$ cat config.mk
export PLATFORM = sky130hd
export DESIGN_NAME = collision_scan_controller
export DESIGN_NICKNAME = d
export VERILOG_FILES = /design/src/rtl/collision_scan_controller.sv
export SDC_FILE = /design/constraint.sdc
export NUM_CORES = 1
export LEC_CHECK = 0
export BUFFER_PORTS_ARGS = -buffer_cell sky130_fd_sc_hd__buf_2
export CORE_MARGIN = 2
export CORE_UTILIZATION = 45
export DETAILED_ROUTE_END_ITERATION = 10
export PLACE_DENSITY = 0.7
export SLEW_MARGIN = 0
export SYNTH_ARGS = -nofsm -noshare
export SYNTH_HDL_FRONTEND = slang
export SYNTH_SLANG_ARGS = --single-unit
$ cat constraint.sdc
create_clock -name clk -period 5.59 [get_ports clk]
set_clock_uncertainty 0.05 [all_clocks]
set_input_delay 0.8385 -clock clk [delete_from_list [all_inputs] [get_ports clk]]
set_output_delay 0.8385 -clock clk [all_outputs]
set_load 0.05 [all_outputs]
$ cat src/rtl/collision_scan_controller.sv
// Per-frame collision sequencer: snapshots positions, scans ship/bullet vs alien
// pairs through one shared box comparator, and owns lives, score and win/lose state.
module collision_scan_controller #(
  parameter int unsigned N_BULLETS   = 10,
  parameter int unsigned N_ALIENS    = 10,
  parameter int unsigned COORD_W     = 10,
  parameter int unsigned HIT_R       = 4,
  parameter int unsigned SCORE_HIT   = 50,
  parameter int unsigned WIN_SCORE   = 1000,
  parameter int unsigned START_LIVES = 3
) (
  input  logic                           clk,
  input  logic                           reset_n,
  input  logic                           start,
  input  logic                           frame_tick,
  input  logic [COORD_W-1:0]             ship_x,
  input  logic [COORD_W-1:0]             ship_y,
  input  logic [N_BULLETS*COORD_W-1:0]   bullet_x,
  input  logic [N_BULLETS*COORD_W-1:0]   bullet_y,
  input  logic [N_BULLETS-1:0]           bullet_active,
  input  logic [N_ALIENS*COORD_W-1:0]    alien_x,
  input  logic [N_ALIENS*COORD_W-1:0]    alien_y,
  input  logic [N_ALIENS-1:0]            alien_active,
  output logic [N_BULLETS-1:0]           bullet_kill,
  output logic [N_ALIENS-1:0]            alien_kill,
  output logic                           ship_hit,
  output logic                           frame_done,
  output logic                           frame_overrun,
  output logic                           scan_busy,
  output logic [2:0]                     lives,
  output logic [9:0]                     score,
  output logic                           game_over,
  output logic                           you_won
);

  localparam int unsigned AW      = (N_ALIENS  > 1) ? $clog2(N_ALIENS)  : 1;
  localparam int unsigned BW      = (N_BULLETS > 1) ? $clog2(N_BULLETS) : 1;
  localparam int unsigned SCORE_W = 10;
  localparam int unsigned LIVES_W = 3;

  typedef enum logic [2:0] {
    S_IDLE, S_PLAY, S_SNAP, S_SHIP, S_BULLET, S_RESOLVE, S_OVER
  } state_t;

  state_t               state_q, state_d;
  logic [AW-1:0]        a_q, a_d;
  logic [BW-1:0]        b_q, b_d;
  logic [COORD_W-1:0]   sx_q, sx_d, sy_q, sy_d;
  logic [COORD_W-1:0]   bx_q [N_BULLETS];
  logic [COORD_W-1:0]   bx_d [N_BULLETS];
  logic [COORD_W-1:0]   by_q [N_BULLETS];
  logic [COORD_W-1:0]   by_d [N_BULLETS];
  logic [COORD_W-1:0]   ax_q [N_ALIENS];
  logic [COORD_W-1:0]   ax_d [N_ALIENS];
  logic [COORD_W-1:0]   ay_q [N_ALIENS];
  logic [COORD_W-1:0]   ay_d [N_ALIENS];
  logic [N_BULLETS-1:0] bact_q, bact_d, bk_q, bk_d;
  logic [N_ALIENS-1:0]  aact_q, aact_d, ak_q, ak_d;
  logic                 ship_flag_q, ship_flag_d;
  logic [LIVES_W-1:0]   lives_q, lives_d;
  logic [SCORE_W-1:0]   score_q, score_d;
  logic                 won_q, won_d;
  logic [N_BULLETS-1:0] bullet_kill_q, bullet_kill_d;
  logic [N_ALIENS-1:0]  alien_kill_q, alien_kill_d;
  logic                 ship_hit_q, ship_hit_d;
  logic                 frame_done_q, frame_done_d;
  logic                 frame_overrun_q, frame_overrun_d;
  logic                 scan_busy_q, scan_busy_d;
  logic                 game_over_q, game_over_d;

  logic [COORD_W-1:0]   cmp_x, cmp_y, tgt_x, tgt_y;
  logic                 hit_c;
  logic                 adv_b;
  logic [SCORE_W:0]     score_sum;

  // Distance is taken as larger minus smaller, one bit wider, so the playfield never wraps.
  function automatic logic [COORD_W:0] abs_diff(input logic [COORD_W-1:0] p,
                                                input logic [COORD_W-1:0] q);
    if (p >= q) abs_diff = {1'b0, p} - {1'b0, q};
    else        abs_diff = {1'b0, q} - {1'b0, p};
  endfunction

  // Shared box comparator: ship in SHIP, current bullet otherwise, against alien a.
  always_comb begin
    tgt_x = ax_q[a_q];
    tgt_y = ay_q[a_q];
    cmp_x = (state_q == S_SHIP) ? sx_q : bx_q[b_q];
    cmp_y = (state_q == S_SHIP) ? sy_q : by_q[b_q];
    hit_c = (abs_diff(cmp_x, tgt_x) <= (COORD_W+1)'(HIT_R)) &&
            (abs_diff(cmp_y, tgt_y) <= (COORD_W+1)'(HIT_R));
  end

  assign score_sum = {1'b0, score_q} + (SCORE_W+1)'(SCORE_HIT);

  always_comb begin
    state_d         = state_q;
    a_d             = a_q;
    b_d             = b_q;
    sx_d            = sx_q;
    sy_d            = sy_q;
    bx_d            = bx_q;
    by_d            = by_q;
    ax_d            = ax_q;
    ay_d            = ay_q;
    bact_d          = bact_q;
    aact_d          = aact_q;
    bk_d            = bk_q;
    ak_d            = ak_q;
    ship_flag_d     = ship_flag_q;
    lives_d         = lives_q;
    score_d         = score_q;
    won_d           = won_q;
    bullet_kill_d   = '0;
    alien_kill_d    = '0;
    ship_hit_d      = 1'b0;
    frame_done_d    = 1'b0;
    frame_overrun_d = 1'b0;
    adv_b           = 1'b0;

    case (state_q)
      S_IDLE: begin
        if (start) state_d = S_PLAY;
      end
      S_PLAY: begin
        if (frame_tick) state_d = S_SNAP;
      end
      S_SNAP: begin
        sx_d   = ship_x;
        sy_d   = ship_y;
        bact_d = bullet_active;
        aact_d = alien_active;
        for (int i = 0; i < N_BULLETS; i++) begin
          bx_d[i] = bullet_x[i*COORD_W +: COORD_W];
          by_d[i] = bullet_y[i*COORD_W +: COORD_W];
        end
        for (int i = 0; i < N_ALIENS; i++) begin
          ax_d[i] = alien_x[i*COORD_W +: COORD_W];
          ay_d[i] = alien_y[i*COORD_W +: COORD_W];
        end
        bk_d        = '0;
        ak_d        = '0;
        ship_flag_d = 1'b0;
        a_d         = '0;
        b_d         = '0;
        state_d     = S_SHIP;
      end
      S_SHIP: begin
        // The first ship hit ends the ship scan, so at most one life goes per frame.
        if (aact_q[a_q] && hit_c) begin
          ak_d[a_q]   = 1'b1;
          ship_flag_d = 1'b1;
          a_d         = '0;
          state_d     = S_BULLET;
        end else if (a_q == AW'(N_ALIENS-1)) begin
          a_d     = '0;
          state_d = S_BULLET;
        end else begin
          a_d = a_q + AW'(1);
        end
      end
      S_BULLET: begin
        if (!bact_q[b_q]) begin
          adv_b = 1'b1;
        end else if (aact_q[a_q] && !ak_q[a_q] && hit_c) begin
          bk_d[b_q] = 1'b1;
          ak_d[a_q] = 1'b1;
          score_d   = score_sum[SCORE_W] ? '1 : score_sum[SCORE_W-1:0];
          adv_b     = 1'b1;
        end else if (a_q == AW'(N_ALIENS-1)) begin
          adv_b = 1'b1;
        end else begin
          a_d = a_q + AW'(1);
        end
        if (adv_b) begin
          a_d = '0;
          if (b_q == BW'(N_BULLETS-1)) state_d = S_RESOLVE;
          else                         b_d     = b_q + BW'(1);
        end
      end
      S_RESOLVE: begin
        if (ship_flag_q && (lives_q != '0)) lives_d = lives_q - LIVES_W'(1);
        // Losing the last life outranks reaching the win score in the same frame.
        if (lives_d == '0) begin
          state_d = S_OVER;
          won_d   = 1'b0;
        end else if (score_q >= SCORE_W'(WIN_SCORE)) begin
          state_d = S_OVER;
          won_d   = 1'b1;
        end else begin
          state_d = S_PLAY;
        end
      end
      S_OVER: begin
        if (start) begin
          lives_d = LIVES_W'(START_LIVES);
          score_d = '0;
          won_d   = 1'b0;
          state_d = S_PLAY;
        end
      end
      default: state_d = S_IDLE;
    endcase

    if (frame_tick && (state_q == S_SNAP || state_q == S_SHIP ||
                       state_q == S_BULLET || state_q == S_RESOLVE)) begin
      frame_overrun_d = 1'b1;
    end

    // Result pulses are loaded on entry so they are visible during the RESOLVE cycle.
    if (state_d == S_RESOLVE) begin
      bullet_kill_d = bk_d;
      alien_kill_d  = ak_d;
      ship_hit_d    = ship_flag_d;
      frame_done_d  = 1'b1;
    end

    scan_busy_d = (state_d == S_SNAP) || (state_d == S_SHIP) ||
                  (state_d == S_BULLET) || (state_d == S_RESOLVE);
    game_over_d = (state_d == S_OVER);
  end

  always_ff @(posedge clk or negedge reset_n) begin
    if (!reset_n) begin
      state_q         <= S_IDLE;
      a_q             <= '0;
      b_q             <= '0;
      sx_q            <= '0;
      sy_q            <= '0;
      for (int i = 0; i < N_BULLETS; i++) begin
        bx_q[i] <= '0;
        by_q[i] <= '0;
      end
      for (int i = 0; i < N_ALIENS; i++) begin
        ax_q[i] <= '0;
        ay_q[i] <= '0;
      end
      bact_q          <= '0;
      aact_q          <= '0;
      bk_q            <= '0;
      ak_q            <= '0;
      ship_flag_q     <= 1'b0;
      lives_q         <= LIVES_W'(START_LIVES);
      score_q         <= '0;
      won_q           <= 1'b0;
      bullet_kill_q   <= '0;
      alien_kill_q    <= '0;
      ship_hit_q      <= 1'b0;
      frame_done_q    <= 1'b0;
      frame_overrun_q <= 1'b0;
      scan_busy_q     <= 1'b0;
      game_over_q     <= 1'b0;
    end else begin
      state_q         <= state_d;
      a_q             <= a_d;
      b_q             <= b_d;
      sx_q            <= sx_d;
      sy_q            <= sy_d;
      bx_q            <= bx_d;
      by_q            <= by_d;
      ax_q            <= ax_d;
      ay_q            <= ay_d;
      bact_q          <= bact_d;
      aact_q          <= aact_d;
      bk_q            <= bk_d;
      ak_q            <= ak_d;
      ship_flag_q     <= ship_flag_d;
      lives_q         <= lives_d;
      score_q         <= score_d;
      won_q           <= won_d;
      bullet_kill_q   <= bullet_kill_d;
      alien_kill_q    <= alien_kill_d;
      ship_hit_q      <= ship_hit_d;
      frame_done_q    <= frame_done_d;
      frame_overrun_q <= frame_overrun_d;
      scan_busy_q     <= scan_busy_d;
      game_over_q     <= game_over_d;
    end
  end

  assign bullet_kill   = bullet_kill_q;
  assign alien_kill    = alien_kill_q;
  assign ship_hit      = ship_hit_q;
  assign frame_done    = frame_done_q;
  assign frame_overrun = frame_overrun_q;
  assign scan_busy     = scan_busy_q;
  assign lives         = lives_q;
  assign score         = score_q;
  assign game_over     = game_over_q;
  assign you_won       = won_q;

endmodule
Yosys cells after proc, flatten, opt, wreduce, memory -nomap -nowiden:

Cells that the tools add are included.

* add/sub/neg operators: 8
* multiply operators: 0
* div/mod/pow operators: 0
* order comparisons: 11
* eq/ne operators: 22
* shifts and indexed selects: 0
* multiplexer cells: 76
* bitwise gates (word level): 4
* reductions and logical operators: 28

Operators with widths (count)
* 10-bit two-way mux: 21
* 10-bit binary-select mux with 4-bit select: 4
* 10-bit by 10-bit subtractor with 11-bit output: 4
* 10-bit one-hot mux with 2 select lines: 2
* 3-bit two-way mux: 11
* 4-bit two-way mux: 8
* 10-bit one-hot mux with 3 select lines: 1
* 11-bit by 3-bit <= comparator with 1-bit output, second input constant: 2
* 11-bit two-way mux: 2
* 10-bit greater-or-equal comparator: 2
* 10-bit OR: 2
* 3-bit == test, second input constant: 6
* 3-bit one-hot mux with 6 select lines: 1
* 1-bit two-way mux: 16
* 1-bit binary-select mux with 4-bit select: 3
* 3-bit by 2-bit == test with 1-bit output, second input constant: 4
* 3-bit != test, second input constant: 4
* 4-bit one-hot mux with 3 select lines: 1
* 10-bit by 6-bit adder with 11-bit output, second input constant: 1
* 10-bit greater-or-equal comparator, second input constant: 1
* 5-bit greater-or-equal comparator, second input constant: 2
* 4-bit by 5-bit < comparator with 1-bit output, second input constant: 2
* 2-bit != test, second input constant: 5
* 4-bit NOT with 5-bit output: 2
* other kinds (19): 42

* register bits after elaboration: 511
* latch bits: 0
* bits in writable memories: 0
* memory bits (read-only): 0
* bits of input ports: 444
* memories kept: 0

Logic depth before layout (Yosys ltp):

Gate-level depths: netlist of the first run.

* depth in word-level cells: 19
* depth in mapped cells: 20

Worst setup path before layout of the first run:

No wires, ideal clock.

* path kind: flip-flop to flip-flop
* start: register b_q[0]
* end: register a_q[3]
* data arrival time: 5278 ps
* required time: 5416 ps
* slack: 138 ps
* cell stages (with the launch flop): 20
* path buffers: 4
* period minus slack after synthesis: 5452 ps
* cell sequence: dfrtp_1 > clkbuf_1 > clkbuf_1 > buf_1 > mux4_2 > mux2i_1 > o22ai_1 > mux2i_1 > ha_1 > buf_4 > a21o_1 > a21o_1 > nor2_1 > and2_1 > o211ai_1 > a2111oi_4 > nand4_2 > o31ai_1 > nor3_1 > a211o_1

* cells in the longest elaborated chain, start to end: 15
* elaborated cells on any way between the ends: 34
* classes of those cells: 4 x add/sub; 4 x order compare; 3 x eq/ne; 18 x mux; 1 x bitwise; 4 x reduce/logical

Ends and longest elaborated chain
* start, declared: RTL line 47 `logic [BW-1:0] b_q, b_d;`
* start signal, assigned: RTL line 226 `b_q <= '0;`
* start signal, assigned: RTL line 255 `b_q <= b_d;`
* 4-bit NOT with 5-bit output (not written as such): RTL line 87, 88
* 10-bit binary-select mux with 4-bit select, on equally long branches: RTL line 87, 88
* 10-bit two-way mux, on equally long branches (3 in series): RTL line 87, 88
* 10-bit by 10-bit subtractor with 11-bit output, or another cell as far along: RTL line 80 `else abs_diff = {1'b0, q} - {1'b0, p};`
* 11-bit two-way mux: RTL line 79 `if (p >= q) abs_diff = {1'b0, p} - {1'b0, q};`
* 11-bit by 3-bit <= comparator with 1-bit output, on equally long branches: RTL line 89, 90
* 1-bit logical AND: RTL line 89 `hit_c = (abs_diff(cmp_x, tgt_x) <= (COORD_W+1)'(HIT_R)) &&`
* 1-bit logical AND: RTL line 164 `end else if (aact_q[a_q] && !ak_q[a_q] && hit_c) begin`
* 1-bit two-way mux: RTL line 164
* 1-bit two-way mux: RTL line 162 `if (!bact_q[b_q]) begin`
* 1-bit two-way mux: RTL line 120 `case (state_q)`
* 3-bit != test (no source line) / 4-bit two-way mux (equally long branches)
* 4-bit AND reduction (no source line) / 4-bit one-hot mux with 3 select lines (equally long branches)
* end signal, assigned: RTL line 225 `a_q <= '0;`
* end signal, assigned: RTL line 254 `a_q <= a_d;`
* end, declared: RTL line 46 `logic [AW-1:0] a_q, a_d;`

Several ways; a longest one is shown, not always the timed one. The select of a mux whose other input is x is not followed.
A chain may end at the register's enable or synchronous reset.

Worst setup path after layout of the first run:

* start: register b_q[0]
* end: register score_q[8] (netlist: score[8])

* cells in the longest elaborated chain, start to end: 12
* elaborated cells on any way between the ends: 26
* classes of those cells: 4 x add/sub; 4 x order compare; 2 x eq/ne; 12 x mux; 1 x bitwise; 3 x reduce/logical

Ends and longest elaborated chain
* 4-bit NOT with 5-bit output (not written as such): RTL line 87, 88
* 10-bit binary-select mux with 4-bit select, on equally long branches: RTL line 87, 88
* 10-bit two-way mux, on equally long branches (3 in series): RTL line 87, 88
* 10-bit by 10-bit subtractor with 11-bit output, or another cell as far along: RTL line 80
* 11-bit two-way mux: RTL line 79
* 11-bit by 3-bit <= comparator with 1-bit output, on equally long branches: RTL line 89, 90
* 1-bit logical AND: RTL line 89
* 1-bit logical AND: RTL line 164
* 2-bit != test (no source line)
* 4-bit AND reduction (no source line) *
* end signal, assigned: RTL line 268 `score_q <= score_d;`
* end, declared: RTL line 61 `logic [SCORE_W-1:0] score_q, score_d;`

Every way passes the cells marked *; elsewhere a longest branch is shown, timed or not. The select of a mux whose other input is x is not followed.

==> results of run 1 <==
## layout by cell type, fill, tap and decap left out, drive strengths merged, types with 9 or more instances in the layout
cell    count
xor2       10
nand2    1388
o21ai      29
clkbuf     69
clkinv     18
nor2       87
nor3        9
o22ai      46
mux4       86
a21o       10
ha         51
nor2b      10
a31oi      12
inv        66
dfrtp     509
nand3      18
a21oi      60
mux2i     113
buf       539
## through the flow
step	cell area (um2)	power, W	util, %	cells
3_3_place_gp	28500	0.0170	51.4	3906
3_5_place_dp	28500	0.0171	51.4	3906
6_report	30500	0.0209	55.0	4023
2_1_floorplan	25300	0.0143	-	2795
4_1_cts	30400	0.0209	54.8	4009
5_1_grt	30500	0.0225	55.0	4022
## worst paths after layout
kind / start / endpoint / slack (ns) / cells past startpoint
min in group clk: alien_x[13] / ax_q[83] / 0.37 / 3
min: reset_n / bx_q[37] / 0.24 / 1
max in group asynchronous: reset_n / ax_q[49] / 3.76 / 2
max: b_q[0] / score[8] / 0.35 / 17
min reg2reg: ax_q[64] / ax_q[64] / 0.42 / 2
max reg2reg: b_q[0] / score[8] / 0.35 / 17
## critical path, delay by kind of cell, from the launching register on
family                     cells  cell delay, ns
muxes                          3            1.01
DFF                            1            0.56
adders and majority gates      1            0.40
and+or+nand+nor                2            0.60
xor gates and xnor gates       1            0.22
buffers and inverters          2            0.51
AOI/OAI and AO/OA              8            1.76
## per-layer routing
layer | GRT usage, % | share of wire (%) | up-vias
li1 | - | - | 9992
met1 | 32.9 | 41 | 10227
met2 | 41.6 | 49 | 659
met3 | 3.57 | 5.4 | 166
met4 | 12.2 | 4.9 | 2
met5 | 0 | 0.018 | -
## final cells by class
type / count / area share (%)
antenna: 6 / 0.0493
clock buffer: 69 / 4.99
clock inverter: 34 / 1.14
inverter: 62 / 0.763
multi-input combinational: 2054 / 38.0
sequential: 511 / 42.0
tap: 748 / 3.07
timing repair buffer: 539 / 9.99
## cell families after synthesis
logic type      after synthesis  share of synthesized area (%)
simple gates               1567                           24.3
buf+inv                     230                           3.82
xor+xnor                     15                          0.519
mux                         202                           12.2
fa+ha+maj                    52                           2.56
flops                       511                           50.5
compound gates              218                           6.08
## state kept, by name, summed over array words and instances, names as in the netlist, 100 cells and up
signal / cells
by_q: 100
ay_q: 100
bx_q: 100
ax_q: 100
## timing repair
item                                    CTS  global route
endpoints found under the setup margin    0            54
endpoints found under the hold margin     0             0
gates resized for setup                   0             2
buffers inserted                          0             8
## power by group through the flow
stage	registers, W	clock network [W]	logic, W
2_1_floorplan	0.00611	0	0.00815
3_5_place_dp	0.00641	0	0.0107
5_1_grt	0.00655	0.00398	0.0120
6_report	0.00637	0.00375	0.0108
3_3_place_gp	0.00639	0	0.0106
4_1_cts	0.00638	0.00383	0.0107
==> summary.md, run 1 <==
| Metric | Value |
|---|---|
| Crit Path Category | flip-flop to flip-flop |
| DR vias | 21046 |
| Fin crit share | 93.8% |
| Endpoints failing hold | 0 |
| Die area | 58200 um2 |
| CTS H-tree lvls | 2 |
| Starting Density | 45.7% |
| Hold_buf cts | 0 |
| Power Density | 685 nW/um2 |
| Clock share of power | 17.9% |
| Top cells by area, synth | dfrtp_1 (50%), nand2_1 (21%), mux4_2 (7.6%) |
| FP Rows | 86 |
| GP Congestion | 0.913 |
| I/O pin total | 483 |
| Synth Register Bits | 511 |
| Synth async-reset ratio | 100% |
| Vias in the first global route | 20721 |
| Layout cells sized above 1 | 23.5% |
| Num CTS Buffers | 55 |
| Final setup vio count | 0 |
| Initial antenna violation count | 7 |
| CP peak stage delay | 0.56 ns |
| Synth cell count leaders | nand2_1 (1388), dfrtp_1 (509), clkbuf_1 (124) |
| Final setup margin | 0.347 ns |
| Area Growth Syn to Fin | 20.4% |
| Post-DP HPWL | 52400 um |
| Crit-path max FO | 28 |
| Clk Tree Root Cell | clkbuf_16 |
| Max Clk Rate | 191 MHz |
| TritonCTS clock tree | done |
| Clk slew on worst S/H paths | 0.06 ns |
| Internal Power | 0.0118 W |
| Drc violations | 0 |
| Fin crit period | 5.24 ns |
| Post-synth net total | 3290 |
| Sw Pwr | 0.00906 W |
| CORE AREA | 55400 um2 |
| Critical Path RT | 6.05 ns |
| Max-cap violations | 0 |
| Critical path arrival | 5.70 ns |
| Cells after synthesis | 2795 |
| YS warnings | 0 |
| Clock sink count | 511 |
| Relative slew margins | 29.5% |
| Pins over their slew limit | 0 |
| Crit-path slowest cell | dfrtp_4 |
| Slew @ Worst Pin | 1.06 ns |
| Logic pwr share | 51.6% |
| Flop pwr share | 30.5% |
| Min Hold Slack | 0.244 ns |
| CP startpoint kind | flip-flop |
| Die Ht | 241 um |
| Number of synthesized flops with an enable pin | 0 |
| DP Worst Slack | 0.142 ns |
| WL final | 73400 um |
| First DRT Iteration DRCs | 1649 |
| Area of the multi-input gates | 11600 um2 |
| Status | finished clean |
| Top cell type's share of synthesized area | 50.3% |
| Reg area | 12800 um2 |
| Distinct cells, synth | 78 |
| Vias/cell | 5.23 |
| Fillers | 5064 |
| Largest net degree at the start of global routing | 225 |
| Clock Tree Buf Depth | 3 |
| Synthesized cell area | 25300 um2 |
| Area leader, netlist | dfrtp_1 |
| Clk Latency, worst-skew pair | 0.61 ns |
| Final nets | 3718 |
| Unrepaired setup endpoints after global routing | no |
| Cell with the most instances after synthesis | nand2_1 |
| Post-DRT Antenna Nets | 0 |
| CP cell instances | buf_4 -> mux4_2 -> mux2i_1 -> o22ai_1 -> mux2i_1 -> ha_1 -> a21oi_1 -> o22ai_1 -> a211oi_1 -> xor2_1 -> o2111ai_1 -> a2111oi_4 -> nand4_2 -> nor4_4 -> buf_4 -> a21oi_1 -> a311oi_1 |
| CP Capture Type | flip-flop |
| Syn avg cell area | 9.06 um2 |
| Leak Pwr | 15.9 nW |
| Setup TNS | 0 ns |
| Switching Fraction | 43.4% |
| Number of I/O port buffers | 482 |
| Seq/Total Area, Yosys | 50.5% |
| First-pass GRT wire length | 113000 um |
| DR WL/cell | 18.2 um |
| DRT Pass-1 Iters | 5 |
| Die W | 241 um |
| Peak supply drop | 0.426 mV |
| GRT overflow | 0 |
| Total GRT Usage | 25.2% |
| Most used DFF post-synth | dfrtp_1 |
| Hold Path Class | input pin to async pin |
Note: power is estimated with default switching activity, not from simulation.
==> inputs of run 2 (changes only) <==
--- a/config.mk
+++ b/config.mk
@@ -6,7 +6,7 @@
 export NUM_CORES = 1
 export LEC_CHECK = 0
 export BUFFER_PORTS_ARGS = -buffer_cell sky130_fd_sc_hd__buf_2
-export CORE_MARGIN = 2
+export CORE_MARGIN = 4
 export CORE_UTILIZATION = 45
 export DETAILED_ROUTE_END_ITERATION = 10
 export PLACE_DENSITY = 0.7
==> constraint.sdc (replaced) <==
create_clock -name clk -period 5.59 [get_ports clk]
set_clock_uncertainty 0.05 [all_clocks]
set_input_delay 0.8385 -clock clk [delete_from_list [all_inputs] [get_ports clk]]
set_output_delay 0.8385 -clock clk [all_outputs]
set_load 0.005 [all_outputs]
==> summary.md, run 2 (synthesized netlist as in run 1, its figures left out) <==
| Metric | Value |
|---|---|
| Buf/Inv on CP | 3 (+1) |
| Fin crit share | 93.5% (-0.27 points) |
| DR WL/cell | 18.3 um (+0.19%) |
| Leak Pwr | 15.9 nW (-0.16%) |
| I/O pin total | 483 (unchanged) |
| Endpoints failing hold | 0 (unchanged) |
| Critical Path RT | 6.03 ns (-0.02 ns) |
| Global-route met1 utilization | 31.8% (-1.1 points) |
| Area Growth Syn to Fin | 20.0% |
| Peak supply drop | 0.679 mV (+59%) |
| M2 GR Usage | 40.1% (-1.5 points) |
| Slew @ Worst Pin | 1.25 ns (+0.189 ns) |
| Num CTS Buffers | 54 (-1.8%) |
| Total GRT Usage | 23.8% (-1.5 points) |
| Clk Tree Root Cell | clkbuf_16 |
| Max Clk Rate | 191 MHz (+0.29%) |
| DRT Pass-1 Iters | 5 (unchanged) |
| Most frequent cells in the layout | nand2_1 (1388), dfrtp_1 (503), buf_2 (481) |
| Die area | 60100 um2 (+3.3%) |
| Largest net degree at the start of global routing | 236 (+4.9%) |
| GRT overflow | 0 (unchanged) |
| Hold_buf cts | 0 (unchanged) |
| Crit-path slowest cell | dfrtp_4 |
| First DRT Iteration DRCs | 1480 (-10%) |
| GRT busiest layer | met2 |
| DR vias | 20686 (-1.7%) |
| Crit-path max FO | 23 (-18%) |
| Hold Path Class | input pin to async pin |
| Number of I/O port buffers | 482 (unchanged) |
| GP Congestion | 0.831 (-8.9%) |
| Vias in the first global route | 20633 (-0.42%) |
| Critical path arrival | 5.67 ns (-0.03 ns) |
| WL final | 73300 um (-0.16%) |
| Post-DP HPWL | 53000 um (+1.0%) |
| FP Rows | 86 (unchanged) |
| Clock Tree Buf Depth | 3 (unchanged) |
| Layout cells sized above 1 | 23.1% (-0.43 points) |
| Placed cells | 3908 (+0.051%) |
| CP Capture Type | flip-flop |
| Worst r2r path cells | 18 (+1) |
| Drc violations | 0 (unchanged) |
| Fin crit period | 5.23 ns (-0.0151 ns) |
| GR Layer Usage met3 | 2.93% (-0.64 points) |
| TritonCTS clock tree | done |
| Crit path top cell by count | mux2i_1 |
| Most common cell after layout, fill and taps aside | nand2_1 |
| Fin cells | 4009 (-0.35%) |
| Max-cap violations | 0 (unchanged) |
| Unrepaired setup endpoints after global routing | no |
| Starting Density | 45.7% (unchanged) |
| Final nets | 3716 (-0.054%) |
| Pins over their slew limit | 0 (unchanged) |
| Setup TNS | 0 ns (unchanged) |
| Crit-path leading delay family | multiplexers |
| Initial antenna violation count | 2 (-5) |
| Relative slew margins | 16.9% (-13 points) |
| Power Density | 676 nW/um2 (-1.3%) |
| First-pass GRT wire length | 113000 um (-0.40%) |
| CP peak stage delay | 0.49 ns (-0.07 ns) |
| CTS H-tree lvls | 2 (unchanged) |
| Final setup vio count | 0 (unchanged) |
| CORE AREA | 55400 um2 (unchanged) |
| Status | finished clean |
| Min Hold Slack | 0.263 ns (+0.0184 ns) |
| CP startpoint kind | flip-flop |
| Critical Path Stages | 18 (+1) |
| Die Ht | 245 um (+1.7%) |
| Clock sink count | 511 (unchanged) |
| Vias/cell | 5.16 (-1.4%) |
| CP cell instances | buf_12 -> buf_12 -> mux4_2 -> mux2i_1 -> o22ai_1 -> mux2i_1 -> ha_1 -> nand2_1 -> o21a_1 -> a211o_1 -> a21oi_4 -> mux2i_1 -> xnor2_1 -> nand4_2 -> o21ai_2 -> nand3_1 -> buf_4 -> nor3_1 |
| Die W | 245 um (+1.7%) |
| Post-DRT Antenna Nets | 0 (unchanged) |
| Clk slew on worst S/H paths | 0.06 ns (about the same) |
| Crit Path Category | flip-flop to flip-flop |
| Clk Latency, worst-skew pair | 0.60 ns (about the same) |
[run 2: cell count changes in the layout (fill, tap and decap cells not counted), sizes merged, moves of 5 or more]
cell and change:
clkbuf +14, clkinv -14, clkinvlp -6, diode -5
[run 2: worst paths after layout]
check                            start  slack, ns       end
max                             b_q[0]       0.36  ship_hit
min                            reset_n       0.26  bx_q[73]
max reg2reg                     b_q[0]       0.36  ship_hit
min reg2reg                    bk_q[9]       0.41   bk_q[9]
max in group asynchronous      reset_n       4.00  ay_q[63]
min in group clk           bullet_x[3]       0.38  bx_q[93]
[run 2: final cells by class]
class / count / area (um2)
Clock buffer: 83 / 1640
Fill cell: 4997 / 25000
Antenna cell: 1 / 2.50
Clock inverter: 12 / 174
Tap cell: 748 / 936
Sequential cell: 511 / 12800
Multi-Input combinational cell: 2054 / 11600
Inverter: 62 / 233
Timing Repair Buffer: 538 / 3020
[run 2: power breakdown]
group / leakage [nW] / total (W) / switching [W] / internal, W
sequential: 6.34 / 0.00640 / 0.00104 / 0.00536
combinational: 8.62 / 0.0105 / 0.00627 / 0.00420
clock: 0.893 / 0.00367 / 0.00147 / 0.00219
total: 15.9 / 0.0205 / 0.00878 / 0.0118
[run 2: metrics by stage]
step                      power (W)  utilization, %  instance area (um2)  setup slack [ns]
final                        0.0205            54.8                30400             0.363
after global routing         0.0222            54.8                30400            0.0281
after CTS                    0.0206            54.7                30300             0.177
after detailed placement     0.0169            51.4                28500            0.0789
after global placement       0.0168            51.4                28500             0.175
after floorplan              0.0141               -                25300             0.138
[run 2: repair_timing]
action                     in CTS  in global routing
setup endpoints to repair       1                 32
setup buffers                   1                  4
pin swaps                       0                  0
gates resized for setup         0                  1
hold endpoints to repair        0                  0
[run 2: routing by layer]
layer  part of all wire, %  up-vias  wire (um)
met2                    50      526      36800
met3                   4.2      134       3090
met5                     0        -          0
met1                    42    10053      30800
li1                      -     9973          -
met4                   3.6        0       2620
==> inputs of run 3 (changes only) <==
==> constraint.sdc (replaced) <==
create_clock -name clk -period 4.7 [get_ports clk]
set_clock_uncertainty 0.05 [all_clocks]
set_input_delay 0.705 -clock clk [delete_from_list [all_inputs] [get_ports clk]]
set_output_delay 0.705 -clock clk [all_outputs]
set_load 0.005 [all_outputs]
==> summary.md, run 3 (synthesized netlist as in run 1, its figures left out) <==
| Metric | Value |
|---|---|
| Max Clk Rate | 208 MHz (+9.0%) |
| GP Congestion | 0.854 (+2.8%) |
| Relative slew margins | 38.8% (+22 points) |
| CTS H-tree lvls | 2 (unchanged) |
| Die Ht | 245 um (unchanged) |
| Post-DP HPWL | 54600 um (+3.2%) |
| Unrepaired setup endpoints after global routing | yes |
| Clk slew on worst S/H paths | 0.06 ns (about the same) |
| Fin util | 58.1% (+3.2 points) |
| WL final | 76600 um (+4.6%) |
| Most common cell after layout, fill and taps aside | nand2_1 |
| FP Rows | 86 (unchanged) |
| CP Capture Type | flip-flop |
| Final setup vio count | 30 (+30) |
| Clock sink count | 511 (unchanged) |
| Vias in the first global route | 21226 (+2.9%) |
| Fin crit share | 102% (+8.6 points) |
| Max-cap violations | 0 (unchanged) |
| Crit Path Category | flip-flop to flip-flop |
| Initial antenna violation count | 4 (+2) |
| Final nets | 3827 (+3.0%) |
| Status | complete, but fails checks |
| Crit-path max FO | 8 (-65%) |
| Final setup margin | -0.0978 ns (-0.460 ns) |
| Largest net degree at the start of global routing | 188 (-20%) |
| Power Density | 870 nW/um2 (+29%) |
| Num CTS Buffers | 53 (-1.9%) |
| First-pass GRT wire length | 116000 um (+2.8%) |
| Clk Tree Root Cell | clkbuf_16 |
| I/O pin total | 483 (unchanged) |
| Slew @ Worst Pin | 0.918 ns (-0.329 ns) |
| CORE AREA | 55400 um2 (unchanged) |
| Number of I/O port buffers | 482 (unchanged) |
| Vias/cell | 5.16 (about the same) |
| TritonCTS clock tree | done |
| DR WL/cell | 18.6 um (+1.7%) |
| CP cell instances | buf_12 -> mux4_2 -> mux2i_4 -> o22ai_1 -> mux2i_1 -> ha_2 -> a21o_1 -> buf_4 -> a21o_1 -> a211oi_2 -> xor2_1 -> nand2_1 -> a31oi_4 -> nand4_4 -> nor4_4 -> buf_6 -> clkbuf_16 -> a41o_2 -> a21oi_2 |
| Die W | 245 um (unchanged) |
| Leak Pwr | 16.6 nW (+4.9%) |
| Buf/Inv on CP | 4 (+1) |
| Hold_buf cts | 0 (unchanged) |
| Area Growth Syn to Fin | 27.1% |
| DR vias | 21271 (+2.8%) |
| Hold Path Class | input pin to async pin |
| Die area | 60100 um2 (unchanged) |
| Clk Latency, worst-skew pair | 0.60 ns (about the same) |
| Critical path arrival | 5.21 ns (-0.46 ns) |
| Critical Path RT | 5.12 ns (-0.91 ns) |
| Post-DRT Antenna Nets | 0 (unchanged) |
| GRT overflow | 0 (unchanged) |
| Cell area after layout | 32200 um2 (+5.9%) |
| Clock Tree Buf Depth | 3 (unchanged) |
| Peak supply drop | 0.575 mV (-15%) |
| CP startpoint kind | flip-flop |
| Crit-path slowest cell | dfrtp_4 |
| Post-detailed-placement cell area | 29300 um2 (+2.8%) |
| Crit path top cell by count | a21o_1 |
| Starting Density | 45.7% (unchanged) |
| Fillers | 4832 (-3.3%) |
| Most frequent cells in the layout | nand2_1 (1384), dfrtp_1 (503), buf_2 (482) |
| Failing checks | negative setup slack |
| Drc violations | 0 (unchanged) |
| DRT Pass-1 Iters | 6 (+1) |
| Pins over their slew limit | 0 (unchanged) |
| Layout cells sized above 1 | 28.2% (+5.1 points) |
| Fin crit period | 4.80 ns (-0.430 ns) |
| First DRT Iteration DRCs | 1476 (-0.27%) |
| Endpoints failing hold | 0 (unchanged) |
| Crit-path leading delay family | compound AO/OA/AOI/OAI gates |
| CP peak stage delay | 0.56 ns (+0.07 ns) |
| Total GRT Usage | 24.4% (+0.67 points) |
## run 3: power breakdown
part / switching, W / internal, W / leakage, nW / total [W]
sequential: 0.00113 / 0.00638 / 6.34 / 0.00751
clock: 0.00180 / 0.00289 / 0.971 / 0.00469
combinational: 0.00866 / 0.00712 / 9.32 / 0.0158
## run 3: final timing paths
path / start / endpoint / slack (ns) / depth (start not counted)
hold reg to reg: ay_q[78] / ay_q[78] / 0.42 / 2
setup reg to reg: b_q[0] / score[7] / -0.1 / 19
min in group clk: bullet_y[13] / by_q[83] / 0.24 / 3
hold / removal: reset_n / bx_q[81] / 0.1 / 1
setup / recovery: b_q[0] / score[7] / -0.1 / 19
max in group asynchronous: reset_n / bact_q[8] / 3.40 / 2
## run 3: layout make-up
| type | count | area [um2] | area share [%] |
|---|---|---|---|
| clock inverters | 27 | 428 | 1.33 |
| multi-input cells | 2054 | 12100 | 37.6 |
| diodes | 2 | 5.00 | 0.0156 |
| inverters | 62 | 233 | 0.723 |
| flip-flops and latches | 511 | 12800 | 39.8 |
| repair buffers | 650 | 4150 | 12.9 |
| well taps | 748 | 936 | 2.91 |
| clock buffers | 70 | 1530 | 4.76 |
## run 3: routing by layer
layer  GRT usage [%]  routed length (um)
met1            32.7               32000
met3            3.07                3370
met5               0                  28
met4            11.1                3560
met2            40.1               37700
## run 3: metrics by stage
stage / total power (W) / instances / hold slack (ns) / setup TNS, ns / setup slack (ns)
final: 0.0280 / 4124 / 0.0956 / -1.04 / -0.0978
after floorplan: 0.0170 / 2795 / 0.359 / 0 / 0.0115
after global placement: 0.0216 / 3995 / 0.401 / -3.37 / -0.146
after detailed placement: 0.0218 / 3995 / 0.407 / -7.77 / -0.256
after CTS: 0.0267 / 4094 / 0.119 / -0.278 / -0.0506
after global routing: 0.0301 / 4123 / 0.136 / -10.59 / -0.267
## run 3: worst reg2reg max path, cell delays in order, from the launching register on
cell and delay [ns]:
dfrtp_4 0.56, buf_12 0.17, mux4_2 0.55, mux2i_4 0.19
o22ai_1 0.13, mux2i_1 0.27, ha_2 0.38, a21o_1 0.23
buf_4 0.13, a21o_1 0.15, a211oi_2 0.34, xor2_1 0.18
nand2_1 0.10, a31oi_4 0.20, nand4_4 0.21, nor4_4 0.21
buf_6 0.18, clkbuf_16 0.17, a41o_2 0.21, a21oi_2 0.04
## run 3: repair_timing
action,4_1_cts,5_1_grt
endpoints found under the setup margin,64,64
cloned,0,7
setup buffers,2,21
pin swaps,2,31
resized for setup,15,111
